### config.mk
export PLATFORM = sky130hd
export DESIGN_NAME = ahb_bus_arbiter
export DESIGN_NICKNAME = d
export VERILOG_FILES = /design/src/rtl/ahb_bus_arbiter.sv
export SDC_FILE = /design/constraint.sdc
export NUM_CORES = 1
export LEC_CHECK = 0
export ABC_AREA = 1
export CORE_MARGIN = 2
export CORE_UTILIZATION = 36
export CTS_CLUSTER_SIZE = 8
export DETAILED_ROUTE_END_ITERATION = 8
export PLACE_DENSITY = 0.65
export REMOVE_ABC_BUFFERS = 1
export SLEW_MARGIN = 20
export SYNTH_ARGS = -nofsm -noshare
export SYNTH_HDL_FRONTEND = slang
export SYNTH_SLANG_ARGS = --single-unit
### constraint.sdc
create_clock -name hclk -period 3.4 [get_ports hclk]
set_clock_uncertainty 0.2 [all_clocks]
set_input_delay 0.85 -clock hclk [delete_from_list [all_inputs] [get_ports hclk]]
set_output_delay 0.85 -clock hclk [all_outputs]
set_load 0.01 [all_outputs]
### src/rtl/ahb_bus_arbiter.sv
// AHB bus arbiter: round-robin grant of the shared address/data bus with
// fixed-length burst protection, undefined-length INCR hold, locked-sequence
// hold and default-master parking. Grant is registered; the address-phase
// owner (hmaster) follows one hready cycle later and the data-phase owner
// (hmasterData) one further hready cycle after that.
`timescale 1ns/1ps

module ahb_bus_arbiter #(
  parameter int NUM_MASTERS    = 4,
  parameter int HMASTER_WIDTH  = (NUM_MASTERS == 1) ? 1 : $clog2(NUM_MASTERS),
  parameter int DEFAULT_MASTER = 0
) (
  input  logic                     hclk,
  input  logic                     hreset,
  input  logic [NUM_MASTERS-1:0]   hbusreq,
  input  logic [NUM_MASTERS-1:0]   hlock,
  input  logic [1:0]               htrans,
  input  logic [2:0]               hburst,
  input  logic                     hready,
  output logic [NUM_MASTERS-1:0]   hgrant,
  output logic [HMASTER_WIDTH-1:0] hmaster,
  output logic [HMASTER_WIDTH-1:0] hmasterData,
  output logic                     hmastlock
);

  typedef enum logic [1:0] {
    ST_PARK   = 2'd0,
    ST_OWNED  = 2'd1,
    ST_BURST  = 2'd2,
    ST_LOCKED = 2'd3
  } state_e;

  localparam logic [1:0] TR_IDLE   = 2'b00;
  localparam logic [1:0] TR_NONSEQ = 2'b10;
  localparam logic [1:0] TR_SEQ    = 2'b11;

  localparam logic [HMASTER_WIDTH-1:0] DEF_ID    = HMASTER_WIDTH'(DEFAULT_MASTER);
  localparam logic [NUM_MASTERS-1:0]   DEF_GRANT = NUM_MASTERS'(1) << DEFAULT_MASTER;

  // Beats in a fixed-length burst; SINGLE and INCR are not counted.
  function automatic logic [4:0] burst_len(input logic [2:0] b);
    case (b)
      3'b010, 3'b011: burst_len = 5'd4;
      3'b100, 3'b101: burst_len = 5'd8;
      3'b110, 3'b111: burst_len = 5'd16;
      default:        burst_len = 5'd0;
    endcase
  endfunction

  state_e                   state_q, state_d;
  logic [3:0]               beats_q, beats_d;
  logic [HMASTER_WIDTH-1:0] rr_q, rr_d;
  logic [HMASTER_WIDTH-1:0] grant_id_q, grant_id_d;
  logic [NUM_MASTERS-1:0]   hgrant_q, hgrant_d;
  logic [HMASTER_WIDTH-1:0] hmaster_q, hmaster_d;
  logic [HMASTER_WIDTH-1:0] hmaster_data_q, hmaster_data_d;
  logic                     hmastlock_q, hmastlock_d;

  logic [4:0]               len;
  logic [4:0]               len_m1;
  logic                     acc_ns, acc_seq, addr_free;
  logic                     owner_req, owner_lock;
  logic                     handover, step;
  logic                     start_lock, start_burst;
  logic                     arb_ok;
  logic                     rr_found;
  logic [HMASTER_WIDTH-1:0] rr_winner;

  assign len         = burst_len(hburst);
  assign len_m1      = len - 5'd1;
  assign acc_ns      = hready && (htrans == TR_NONSEQ);
  assign acc_seq     = hready && (htrans == TR_SEQ);
  assign addr_free   = (htrans == TR_IDLE) || (htrans == TR_NONSEQ);
  assign owner_req   = hbusreq[hmaster_q];
  assign owner_lock  = hlock[hmaster_q];
  // While the new grantee has not yet taken the address phase, htrans still
  // belongs to the outgoing owner, so neither arbitration nor counting runs.
  assign handover    = (grant_id_q != hmaster_q);
  assign step        = hready && !handover;
  assign start_lock  = acc_ns && owner_lock;
  assign start_burst = acc_ns && (len != 5'd0);

  // Round-robin search from rr_q+1; the last winner comes up last.
  always_comb begin
    // NOTE: every variable written here gets a default first, so no path
    // leaves it unassigned and no latch is inferred.
    rr_found  = 1'b0;
    rr_winner = DEF_ID;
    for (int i = 1; i <= NUM_MASTERS; i++) begin
      if (!rr_found && hbusreq[(int'(rr_q) + i) % NUM_MASTERS]) begin
        rr_found  = 1'b1;
        rr_winner = HMASTER_WIDTH'((int'(rr_q) + i) % NUM_MASTERS);
      end
    end
  end

  // Decide whether the bus may be handed on at this edge.
  always_comb begin
    arb_ok = 1'b0;
    case (state_q)
      ST_PARK:   arb_ok = step && !start_lock && !start_burst;
      ST_OWNED:  arb_ok = step && !start_lock && !start_burst &&
                          (addr_free || !owner_req);
      ST_BURST:  arb_ok = step && acc_seq && (beats_q == 4'd1);
      ST_LOCKED: arb_ok = step && !owner_lock && addr_free &&
                          (beats_q == 4'd0) && !start_burst;
      default:   arb_ok = 1'b0;
    endcase
  end

  // Next-state, beat counter, grant and owner tracking.
  always_comb begin
    state_d        = state_q;
    beats_d        = beats_q;
    rr_d           = rr_q;
    grant_id_d     = grant_id_q;
    hgrant_d       = hgrant_q;
    hmaster_d      = hmaster_q;
    hmaster_data_d = hmaster_data_q;

    if (hready) begin
      hmaster_d      = grant_id_q;
      hmaster_data_d = hmaster_q;
    end

    if (step) begin
      if (start_burst) begin
        beats_d = len_m1[3:0];
      end else if (acc_seq && (beats_q != 4'd0)) begin
        beats_d = beats_q - 4'd1;
      end

      if (arb_ok) begin
        if (rr_found) begin
          grant_id_d = rr_winner;
          hgrant_d   = NUM_MASTERS'(1) << rr_winner;
          rr_d       = rr_winner;
          state_d    = ST_OWNED;
        end else begin
          grant_id_d = DEF_ID;
          hgrant_d   = DEF_GRANT;
          state_d    = ST_PARK;
        end
      end else if (start_lock) begin
        state_d = ST_LOCKED;
      end else if (start_burst) begin
        state_d = ST_BURST;
      end
    end

    hmastlock_d = (state_d == ST_LOCKED);
  end

  // State registers with asynchronous reset to the parked default master.
  always_ff @(posedge hclk or posedge hreset) begin
    // NOTE: all state is reset here because the reset values are visible
    // bus outputs; sequential state uses non-blocking assignment only.
    if (hreset) begin
      state_q        <= ST_PARK;
      beats_q        <= 4'd0;
      rr_q           <= DEF_ID;
      grant_id_q     <= DEF_ID;
      hgrant_q       <= DEF_GRANT;
      hmaster_q      <= DEF_ID;
      hmaster_data_q <= DEF_ID;
      hmastlock_q    <= 1'b0;
    end else begin
      state_q        <= state_d;
      beats_q        <= beats_d;
      rr_q           <= rr_d;
      grant_id_q     <= grant_id_d;
      hgrant_q       <= hgrant_d;
      hmaster_q      <= hmaster_d;
      hmaster_data_q <= hmaster_data_d;
      hmastlock_q    <= hmastlock_d;
    end
  end

  assign hgrant      = hgrant_q;
  assign hmaster     = hmaster_q;
  assign hmasterData = hmaster_data_q;
  assign hmastlock   = hmastlock_q;

endmodule

==> results_dict.tcl, run 1 <==
set metrics [dict create \
    core-area_um2 3970 \
    wl_per_cell_um 10.4 \
    peakVddDrop_v 0.000323 \
    syn_inst 202 \
    vias 1293 \
    layout-drive-gt1-share_pct 21.1 \
    viasPerCell 4.65 \
    cts_buffers 3 \
    dieArea_um2 4600 \
    end_kind "flip-flop" \
    final_area_um2 1790 \
    cp.required_ns 3.35 \
    cts_resized 0 \
    hpwl_um 2250 \
    multiInputGateArea_um2 853 \
    fin_setup_tns_ns 0 \
    nets 249 \
    drtIter0Drc 76 \
    placed_area_um2 1750 \
    r2r.worst_path.cells 11 \
    avgSynthCellArea_um2 7.27 \
    place_congestion 0.824 \
    htreeDepth 1 \
    ys_ff_latch 19 \
    synth_cell_types 29 \
    crit_type "input pin to flip-flop" \
    fin_crit_sh_pct 77.2 \
    grt_overflow_total 0 \
    antenna_found_initial 0 \
    rsz0062_at_grt "no" \
    drt_pass1_iterations 4 \
    status "finished, final reports clean" \
    regArea_um2 477 \
    path_clk_slew_ns 0.07 \
    die_h_um 67.9 \
    maxCapViolations 0 \
    synth-seq-area-share_pct 32.5 \
    min_path_cells 2 \
    p_total_uw 1470 \
    port_buffers 23 \
    max_slew_margin_pct 50.9 \
    drv_slew 0 \
    leakage_uw 0.000915 \
    grt_use_total_pct 14.3 \
    fill_cells 410 \
    syn_area_um2 1470 \
    cts_root_buffer "clkbuf_8" \
    hold_path_class "flip-flop to flip-flop" \
    cts_hold_buf 0 \
    tightest_slew_ns 0.736 \
    setup_violations 0 \
    initial_core_util_pct 37.0 \
    cts.sinks 19 \
    clock_path_buffers 2 \
    n_antenna_cell 0 \
    cts_tree "built" \
    rows 23 \
    area_growth_pct 22.3 \
    finalHoldViolCount 0 \
    pwr_density_cell_nw_per_um2 821 \
    grt_max_degree 20 \
    clk_latency_ns 0.26 \
    arrival_ns 2.57 \
    grt_pass1_vias 1145 \
    wirelength_um 2880 \
    grt_pass1_wl_um 5020 \
    io-pin-count 25 \
    post_cts_buffers 0 \
    die_w_um 67.9 \
    drcViolationCount 0 \
    final_antenna_net_count 0 \
    cp-start-kind "input pin" \
    fmax_mhz 381 \
    critPathMaxFanout 8 \
    fin_crit_ns 2.62 \
    yosys_warnings 0 \
]
-- routing by layer --
metal  global-route usage, %  vias up  routed length [µm]
met3                    2.47        4                 126
met1                    19.9      579                1540
met2                    22.3       25                1180
li1                        -      685                   -
met5                       0        -                   0
met4                    5.25        0                  36
-- cells in the mapped netlist --
cell type | instances | area, µm²
nand2_1 | 59 | 221
inv_1 | 22 | 82.6
dfrtp_1 | 18 | 450
nand2_2 | 15 | 93.8
nand3_1 | 15 | 75.1
nor2_1 | 14 | 52.6
nand2_4 | 8 | 90.1
o21ai_0 | 7 | 35.0
a21oi_1 | 6 | 30.0
inv_2 | 6 | 22.5
ha_1 | 4 | 50.1
o21ai_1 | 3 | 15.0
a31oi_1 | 2 | 12.5
nand3_2 | 2 | 20.0
nand3_4 | 2 | 35.0
nand4_1 | 2 | 12.5
nor2_2 | 2 | 12.5
nor2_4 | 2 | 22.5
o21ai_2 | 2 | 17.5
or2_2 | 2 | 12.5
buf_6 | 1 | 11.3
clkinv_1 | 1 | 3.75
dfstp_2 | 1 | 26.3
inv_4 | 1 | 6.26
inv_8 | 1 | 11.3
nand2_8 | 1 | 20.0
o21a_1 | 1 | 7.51
xnor2_1 | 1 | 8.76
xor2_1 | 1 | 8.76
-- flip-flops by register name, indices dropped and copies added (netlist names) --
name / count
hgrant: 4
rr_q: 2
state_q: 2
grant_id_q: 2
hmaster: 2
hmastlock: 1
beats_q: 4
hmasterData: 2
-- kinds of logic (layout without fill, tap and decap cells) --
| group | after synthesis | count (layout) | synth area share, % |
|---|---|---|---|
| compound gates | 21 | 21 | 8.01 |
| xor+xnor | 2 | 2 | 1.19 |
| simple gates | 124 | 124 | 45.5 |
| buf+inv | 32 | 58 | 9.38 |
| fa+ha+maj | 4 | 4 | 3.41 |
| flops | 19 | 19 | 32.5 |
-- layout by cell type (no fill, tap or decap) --
cell             instances
nand2_1                 59
clkdlybuf4s50_1         23
inv_1                   22
dfrtp_1                 18
nand2_2                 15
nand3_1                 15
nor2_1                  14
nand2_4                  8
o21ai_0                  7
inv_2                    6
a21oi_1                  6
ha_1                     4
o21ai_1                  3
clkbuf_8                 3
nor2_4                   2
nand3_4                  2
nor2_2                   2
o21ai_2                  2
nand3_2                  2
or2_2                    2
nand4_1                  2
a31oi_1                  2
inv_8                    1
clkinv_1                 1
xnor2_1                  1
nand2_8                  1
inv_4                    1
o21a_1                   1
xor2_1                   1
clkbuf_1                 1
dfstp_2                  1
-- worst max-delay path, stage by stage --
cell             delay [ns]
clkdlybuf4s50_1        0.48
inv_1                  0.05
or2_2                  0.29
ha_1                   0.20
nand2_1                0.09
a21oi_1                0.09
nand3_1                0.08
nand2_1                0.07
nand2_2                0.13
nand2_8                0.10
nand2_4                0.08
o21ai_1                0.06
-- power breakdown --
group          total (µW)  internal [µW]  switching [µW]
registers             421            325            96.3
logic                 891            351             540
clock network         161           83.4            77.4
-- area by class of cell --
cell class,count,area share [%]
multi-input cells,151,47.6
inverters,31,7.04
well taps,50,3.49
clock buffers,4,2.51
flip-flops and latches,19,26.6
repair buffers,23,12.8
-- stage by stage --
stage          worst slack, ns  utilization, %  instances  hold slack [ns]
2_1_floorplan             1.12               -        201            0.272
3_3_place_gp             0.498            44.0        274            0.262
3_5_place_dp             0.500            44.0        274            0.257
4_1_cts                  0.766            45.2        278            0.273
5_1_grt                  0.602            45.2        278            0.291
6_report                 0.776            45.2        278            0.274
-- final timing paths --
kind	slack, ns	startpoint	end
max in group asynchronous	1.72	hreset	hmaster[0]
worst max register to register	1.54	rr_q[0]	hgrant[1]
worst max-delay path	0.78	hburst[1]	grant_id_q[1]
worst min-delay path	0.27	hgrant[0]	hgrant[0]
min in group asynchronous	0.81	hreset	hmastlock
worst min register to register	0.27	hgrant[0]	hgrant[0]
(Power assumes the default switching activity.)
==> run 2: changes to the inputs <==
==> constraint.sdc (replaced) <==
create_clock -name hclk -period 2.6 [get_ports hclk]
set_clock_uncertainty 0.2 [all_clocks]
set_input_delay 0.65 -clock hclk [delete_from_list [all_inputs] [get_ports hclk]]
set_output_delay 0.65 -clock hclk [all_outputs]
set_load 0.01 [all_outputs]
==> results_dict.tcl, run 2 (same netlist as run 1, synthesis figures left out) <==
set metrics [dict create \
    drtIter0Drc 65 \
    leakage_uw 0.000953 \
    nets 257 \
    grt_max_degree 20 \
    arrival_ns 2.37 \
    crit_type "input pin to flip-flop" \
    hpwl_um 2340 \
    final_cell_count_no_fill 286 \
    pwr_density_cell_nw_per_um2 1050 \
    antenna_found_initial 0 \
    setup_violations 0 \
    port_buffers 23 \
    highest_layer "met4" \
    fmax_mhz 411 \
    cts_hold_buf 0 \
    fin_crit_sh_pct 93.5 \
    path_clk_slew_ns 0.07 \
    fill_cells 422 \
    clock_path_buffers 2 \
    critPathMaxFanout 8 \
    dr_wl_met2_um 1240 \
    whs_ns 0.266 \
    switchingPower_uw 941 \
    place_congestion 0.804 \
    wl_met1_um 1540 \
    fin_crit_ns 2.43 \
    slowest_delay_ns 0.48 \
    grt_use_total_pct 14.3 \
    drcViolationCount 0 \
    drv_slew 0 \
    initial_core_util_pct 37.0 \
    internal-power_uw 1010 \
    io-pin-count 25 \
    wl_per_cell_um 10.2 \
    route.met3.wl_um 131 \
    cp.required_ns 2.54 \
    post_cts_buffers 0 \
    hold_path_class "flip-flop to flip-flop" \
    area_growth_pct 26.3 \
    viasPerCell 4.59 \
    dp_cells 282 \
    tightest_slew_ns 0.455 \
    maxCapViolations 0 \
    wirelength_um 2920 \
    p_sw_share_pct 48.2 \
    die_h_um 67.9 \
    end_kind "flip-flop" \
    drt_pass1_iterations 4 \
    cts_buffers 3 \
    cts.sinks 19 \
    dieArea_um2 4600 \
    final_antenna_net_count 0 \
    rsz0062_at_grt "no" \
    grt_pass1_wl_um 5090 \
    finalHoldViolCount 0 \
    n_antenna_cell 0 \
    cp_common_cell "nand2_1" \
    status "finished, final reports clean" \
    htreeDepth 1 \
    final_cell_mix "59 x nand2_1, 23 x clkdlybuf4s50_1, 22 x inv_1, 18 x dfrtp_1" \
    core-area_um2 3970 \
    combPwrFrac_pct 61.1 \
    cts_tree "built" \
    vias 1312 \
    clockPowerShare_pct 10.5 \
    layout-drive-gt1-share_pct 23.7 \
    cts_root_buffer "clkbuf_8" \
    rows 23 \
    grt_overflow_total 0 \
    cts_resized 0 \
    cp-start-kind "input pin" \
    grt_pass1_vias 1174 \
    clk_latency_ns 0.25 \
    die_w_um 67.9 \
    peakVddDrop_v 0.000382 \
    slowest_stage "clkdlybuf4s50_1" \
    layout_commonest_cell "nand2_1" \
    path_cells "clkdlybuf4s50_1, inv_1, or2_2, ha_1, nand2_1, a21oi_1, nand3_1, nand2_1, nand2_2, nand2_8, nand3_1, nand2_1" \
    pwr-share-seq_pct 28.5 \
    max_slew_margin_pct 69.7 \
]
[run 2: cell types whose count changed in the layout (fill, tap and decap cells not counted)]
cell | before | now
buf_4 | 0 | 8
[run 2: layout make-up]
class | count | area, µm² | share of cell area, %
timing repair buffer | 31 | 290 | 15.7
inverter | 31 | 126 | 6.82
multi-input combinational | 151 | 853 | 46.0
sequential | 19 | 477 | 25.7
tap | 50 | 62.6 | 3.37
clock buffer | 4 | 45.0 | 2.43
[run 2: power groups by stage]
stage | clock, µW | combinational, µW | sequential, µW
after global placement | 0 | 1180 | 556
after detailed placement | 0 | 1200 | 562
final | 204 | 1190 | 555
after global routing | 222 | 1350 | 573
after CTS | 211 | 1210 | 556
after floorplan | 0 | 895 | 553
[run 2: worst max-delay path, delay by kind of cell]
kind                       cells  cell delay (ns)
adders and majority gates      1             0.20
AOI/OAI and AO/OA              1             0.09
and+or+nand+nor                8             0.89
buffers and inverters          2             0.53
[run 2: stage by stage]
stage	utilization, %	TNS [ns]	instance area (µm²)	setup slack, ns	total power [µW]
2_1_floorplan	-	0	1460	0.524	1450
6_report	46.7	0	1850	0.169	1950
3_5_place_dp	45.6	-0.836	1810	-0.0970	1760
3_3_place_gp	45.6	-0.639	1810	-0.0731	1740
5_1_grt	46.7	0	1850	0.0261	2150
4_1_cts	46.7	0	1850	0.167	1970
[run 2: path summary, 6_finish.rpt]
path,startpoint,to,slack (ns),depth (start not counted)
min in group asynchronous,hreset,rr_q[0],0.51,3
max in group asynchronous,hreset,hgrant[0],1.42,3
worst max register to register,rr_q[0],hgrant[1],0.70,11
worst min register to register,hgrant[0],hgrant[0],0.27,2
worst min-delay path,hgrant[0],hgrant[0],0.27,2
worst max-delay path,hburst[1],hgrant[1],0.17,12
[run 2: metal layers]
metal / vias to the layer above / GRT usage (%)
li1: 706 / -
met3: 2 / 3.13
met4: 0 / 2.25
met2: 25 / 22.8
met5: - / 0
met1: 579 / 20.3
